File: src/rtl/lsu_pkg.sv
// Shared types and helpers for the load/store unit: access-size codes,
// FSM state encoding and the alignment rule.
package lsu_pkg;

  localparam logic [1:0] DT_WORD    = 2'b00;
  localparam logic [1:0] DT_BYTE    = 2'b01;
  localparam logic [1:0] DT_HALF    = 2'b10;
  localparam logic [1:0] DT_ILLEGAL = 2'b11;

  typedef enum logic [1:0] {IDLE, BUSY, DONE} lsu_state_t;

  // Byte accesses are always aligned; halves need an even address, words a multiple of 4.
  function automatic logic is_aligned(input logic [1:0] dt, input logic [1:0] lane);
    case (dt)
      DT_WORD: is_aligned = (lane == 2'b00);
      DT_BYTE: is_aligned = 1'b1;
      DT_HALF: is_aligned = (lane[0] == 1'b0);
      default: is_aligned = 1'b0;
    endcase
  endfunction

endpackage

File: src/rtl/lsu_lane_align.sv
// Combinational lane steering: byte enables and replicated store data going
// out, zero-extended lane extraction coming back.
module lsu_lane_align
  import lsu_pkg::*;
(
  input  logic [1:0]  DataType,
  input  logic [1:0]  lane,
  input  logic [31:0] WriteData,
  input  logic [31:0] mem_rdata,
  output logic [3:0]  be,
  output logic [31:0] wdata,
  output logic [31:0] rdata_ext
);

  always_comb begin
    be        = 4'b0000;
    wdata     = 32'h0;
    rdata_ext = 32'h0;
    case (DataType)
      DT_WORD: begin
        be        = 4'b1111;
        wdata     = WriteData;
        rdata_ext = mem_rdata;
      end
      DT_BYTE: begin
        be        = 4'b0001 << lane;
        wdata     = {4{WriteData[7:0]}};
        rdata_ext = {24'h0, mem_rdata[{lane, 3'b000} +: 8]};
      end
      DT_HALF: begin
        be        = lane[1] ? 4'b1100 : 4'b0011;
        wdata     = {2{WriteData[15:0]}};
        rdata_ext = {16'h0, mem_rdata[{lane[1], 4'b0000} +: 16]};
      end
      default: ;
    endcase
  end

endmodule

File: src/rtl/load_store_unit.sv
// Memory-access stage: validates the request, runs a req/ack transaction with
// data memory under a timeout, and stalls the pipeline until it completes.
module load_store_unit
  import lsu_pkg::*;
#(
  parameter int ADDR_WIDTH = 32,
  parameter int TIMEOUT    = 255
) (
  input  logic                  clk,
  input  logic                  rst,
  input  logic                  MemRead,
  input  logic                  MemWrite,
  input  logic [1:0]            DataType,
  input  logic [ADDR_WIDTH-1:0] Addr,
  input  logic [31:0]           WriteData,
  output logic                  Stall,
  output logic [31:0]           ReadData,
  output logic                  Done,
  output logic                  Err,
  output logic                  mem_req,
  output logic                  mem_we,
  output logic [ADDR_WIDTH-1:0] mem_addr,
  output logic [31:0]           mem_wdata,
  output logic [3:0]            mem_be,
  input  logic                  mem_ack,
  input  logic [31:0]           mem_rdata
);

  localparam int CNT_W = 10;

  lsu_state_t       state;
  logic [CNT_W-1:0] cnt;
  logic [1:0]       dt_q, lane_q;
  logic [1:0]       dt_sel, lane_sel;
  logic             req_any, legal, accept;
  logic [3:0]       be;
  logic [31:0]      wdata, rdata_ext;

  assign req_any = MemRead | MemWrite;
  assign legal   = (MemRead ^ MemWrite) && is_aligned(DataType, Addr[1:0]);
  assign accept  = (state == IDLE) && req_any && legal;
  assign Stall   = accept || (state == BUSY);

  // One aligner serves both directions: live inputs while accepting, latched size/lane while waiting for read data.
  assign dt_sel   = (state == IDLE) ? DataType  : dt_q;
  assign lane_sel = (state == IDLE) ? Addr[1:0] : lane_q;

  lsu_lane_align u_align (
    .DataType  (dt_sel),
    .lane      (lane_sel),
    .WriteData (WriteData),
    .mem_rdata (mem_rdata),
    .be        (be),
    .wdata     (wdata),
    .rdata_ext (rdata_ext)
  );

  always_ff @(posedge clk) begin
    if (accept) begin
      dt_q   <= DataType;
      lane_q <= Addr[1:0];
    end
  end

  always_ff @(posedge clk) begin
    if (rst) begin
      state     <= IDLE;
      cnt       <= '0;
      ReadData  <= 32'h0;
      Done      <= 1'b0;
      Err       <= 1'b0;
      mem_req   <= 1'b0;
      mem_we    <= 1'b0;
      mem_addr  <= '0;
      mem_wdata <= 32'h0;
      mem_be    <= 4'b0000;
    end else begin
      Done     <= 1'b0;
      Err      <= 1'b0;
      ReadData <= 32'h0;
      case (state)
        IDLE: begin
          if (req_any) begin
            if (legal) begin
              state     <= BUSY;
              cnt       <= '0;
              mem_req   <= 1'b1;
              mem_we    <= MemWrite;
              mem_addr  <= {Addr[ADDR_WIDTH-1:2], 2'b00};
              mem_be    <= be;
              mem_wdata <= MemWrite ? wdata : 32'h0;
            end else begin
              Err <= 1'b1;
            end
          end
        end
        BUSY: begin
          cnt <= cnt + 1'b1;
          if (mem_ack) begin
            state    <= DONE;
            mem_req  <= 1'b0;
            Done     <= 1'b1;
            ReadData <= mem_we ? 32'h0 : rdata_ext;
          end else if (cnt == CNT_W'(TIMEOUT - 1)) begin
            state   <= DONE;
            mem_req <= 1'b0;
            Done    <= 1'b1;
            Err     <= 1'b1;
          end
        end
        DONE:    state <= IDLE;
        default: state <= IDLE;
      endcase
    end
  end

endmodule
File: config.mk
export PLATFORM = sky130hd
export DESIGN_NAME = load_store_unit
export DESIGN_NICKNAME = d
export VERILOG_FILES = /design/src/rtl/lsu_pkg.sv /design/src/rtl/lsu_lane_align.sv /design/src/rtl/load_store_unit.sv
export SDC_FILE = /design/constraint.sdc
export NUM_CORES = 1
export LEC_CHECK = 0
export CORE_UTILIZATION = 40
export DETAILED_ROUTE_END_ITERATION = 10
export HOLD_SLACK_MARGIN = 0.06
export PLACE_DENSITY = 0.77
export RECOVER_POWER = 25
export SLEW_MARGIN = 20
export SYNTH_ARGS = -nofsm -noshare
export SYNTH_HDL_FRONTEND = slang
export SYNTH_SLANG_ARGS = --single-unit
File: constraint.sdc
create_clock -name clk -period 7.48 [get_ports clk]
set_input_delay 2.244 -clock clk [delete_from_list [all_inputs] [get_ports clk]]
set_output_delay 2.244 -clock clk [all_outputs]
set_load 0.02 [all_outputs]
==> metrics <==
NetSw=0.4210 mW; clk sinks=118; setup violators final=0; crit-path cells=clkdlybuf4s50_1 -> inv_1 -> ha_1 -> nand2b_1 -> or4_1 -> a21o_1 -> inv_1 -> clkdlybuf4s50_1; Max FO, Critical Path=9; Die ar.=0.01219 mm^2; CP delay by family, top=buffers and inverters; placed cell count=849; final instance area=0.007473 mm^2; Tcrit/Tclk final=0.9396; Pwr Total=1.703 mW; Stages on worst setup path=8; gr ovfl total=0; Cell Area, Placed=0.006887 mm^2; largest net degree at the start of global routing=41; Final Util=0.6545; CTS tree=yes; CTS resizes=0; CP peak stage delay=610 ps; total CTS buffers=17; worst-margin pin slew=1512 ps; area occupied by multi-input gates=between 0.002 and 0.0025 mm^2; P&R area growth vs syn=58.98%; Switching Share=0.2472; Ports=208; Antenna Cells=0; Rows=39; IO Port Bufs=205; Clk pin slew, worst setup/hold paths=roughly 50 ps; GP Congestion=approximately 0.9; register area=0.002402 mm^2; Syn Std Cell Area=0.004701 mm^2; CP Launch Type=primary input; Min Hold Slack=449.7 ps; achievable frequency=0.1423 GHz; Final ANT Viol Nets=0; core area=0.01142 mm^2; crit end category=primary output; PwrDens=227.9 mW/mm^2; Post-Syn Instances=524; Netlist cell types=44; Clock Tree Root=clkbuf_16; Worst-Skew Late Latency=between 400 and 500 ps; post-synthesis sequential element count=118; wire length per cell=16.73 um; Initial DRC Count=253; outcome=complete, but fails checks; Longest Clk Path Bufs=2; fraction of layout cells with a size suffix above 1=0.06098; total wire length=14,740 um; pre-CTS WS=472.4 ps; drt pass-1 iters=5; unrepaired setup endpoints after global routing=no; Clock power frac=0.472; Crit-path slowest cell=clkdlybuf4s50_1; Die X=about 110 um; GRT Util Overall=0.2394; Die H=110.4 um; Starting Density=0.4117; Final #Nets=831; Post-synth ARST share=0; commonest non-fill, non-tap cell in the layout=clkdlybuf4s50_1; Seq/Total Area, Yosys=0.5110; crit path DAT=between 4000 and 5000 ps; CP Class=primary input to primary output; Max H-tree Level=4; Peak VDD IR=0.1332 mV; Layout fillers=933; vias in the first global route=4,710; EDFF count, synth=4; register share of total power=0.388; Leak=2.973 nW; Tmin final=7029 ps; hold_buf cts=0; Tightest Hold Check Type=register to register; post-detail-place hpwl=about 11,000 um; Setup TNS=0 ps; CP Data Required Time=~5200 ps; syn avg cell area=around 9 um^2; Bufs and invs on worst path=4; R2R depth=5; drt via density=between 5 and 6; drc violations=0; part of the power in combinational logic=0.140; most frequent cells in the layout=clkdlybuf4s50_1, dfxtp_1, nand2_1; WHS Path Cells=2; vias after detailed routing=4,761; max cap viols=1; most common flop cell mapped by yosys=dfxtp_1; Post CTS Setup Buffer Count=0; Hold Fails Final Rpt=0; initial antenna violation count=0; Ys Warns=0; Slew HR=-0.007951; post-route setup slack=between 400 and 500 ps; Setup Skew=8.124 ps; final std cells w/o fill=approximately 880; violated checks=max-capacitance violations, max-slew violations; first-pass GRT wire length=23,270 um; Pint=1.282 mW; max-slew violation count=36
## power by group through the flow
stage	Clock, mW	Combinational, mW	Sequential [mW]
after floorplan	0	0.0952	0.693
after global placement	0	0.236	0.674
after detailed placement	0	0.239	0.675
after CTS	0.816	0.241	0.662
after global routing	0.846	0.254	0.663
final	0.804	0.238	0.662
## metal layers
metal | vias to the layer above | global-route usage | share of wire
li1 | 2256 | - | -
met4 | 0 | 0.1093 | 0.027
met2 | 254 | 0.4062 | 0.48
met3 | 35 | 0.08891 | 0.098
met1 | 2216 | 0.2656 | 0.39
met5 | - | 0 | 0
## worst reg2reg max path, delay by kind of cell, from the launching register on
kind | cells | cell delay (ps)
flops | 1 | 480
mux | 1 | 770
simple gates | 2 | 870
compound gates | 2 | 210
## Yosys cell counts, types with 2 or more instances
cell       count  area [um^2]
dfxtp_1      114         2282
nand2_1      103        386.6
a21oi_1       53        265.3
o21ai_0       34        170.2
mux2i_1       27        270.3
a22oi_1       25        187.7
clkbuf_1      20        75.07
nor2_1        20        75.07
and3_1        18        112.6
buf_2          9        45.04
inv_1          9        33.78
nand2b_1       9        56.30
a22o_1         8        70.07
nor3_1         7        35.03
o22a_1         7        61.31
o31ai_1        6        45.04
or4_1          5        37.54
xnor2_1        5        43.79
edfxtp_1       4        120.1
nor2b_1        4        25.02
a2111oi_0      3        26.28
a31oi_1        3        18.77
ha_1           3        37.54
nand3_1        3        15.01
buf_4          2        15.01
nor4b_1        2        17.52
o211a_1        2        20.02
o211ai_1       2        15.01
o21ai_1        2        10.01
## logic make-up (layout without fill, tap and decap cells)
logic type               Yosys count  after routing  share of synthesized area
other                              1              2                  0.0007977
buffers and inverters             42            255                    0.03753
XOR/XNOR                           5              5                   0.009316
adder cells (fa/ha/maj)            3              3                   0.007986
AO/OA/AOI/OAI                    150            150                     0.1986
AND/OR/NAND/NOR                  176            176                     0.1701
multiplexers                      29             29                    0.06468
flip-flops                       118            118                     0.5110
## state kept, by name, indices dropped and copies added, names as in the netlist
signal and flops:
Done 1, Err 1, ReadData 32, cnt 10, dt_q 2, lane_q 2
mem_addr 30, mem_be 4, mem_req 1, mem_wdata 32, mem_we 1, state 2
## final cells by class
| class | instances | area share |
|---|---|---|
| timing repair buffer | 213 | 0.2816 |
| tap | 143 | 0.02394 |
| sequential | 118 | 0.3214 |
| inverter | 10 | 0.005023 |
| clock inverter | 12 | 0.01691 |
| multi-input combinational | 365 | 0.2885 |
| clock buffer | 20 | 0.06262 |
## path summary, 6_finish.rpt
kind	startpoint	endpoint	slack, ps
hold reg to reg	mem_wdata[14]	mem_wdata[14]	450
setup / recovery	MemWrite	Stall	450
hold / removal	mem_wdata[14]	mem_wdata[14]	450
setup reg to reg	state[1]	mem_wdata[30]	5060
Note: power is estimated with default switching activity, not from simulation.
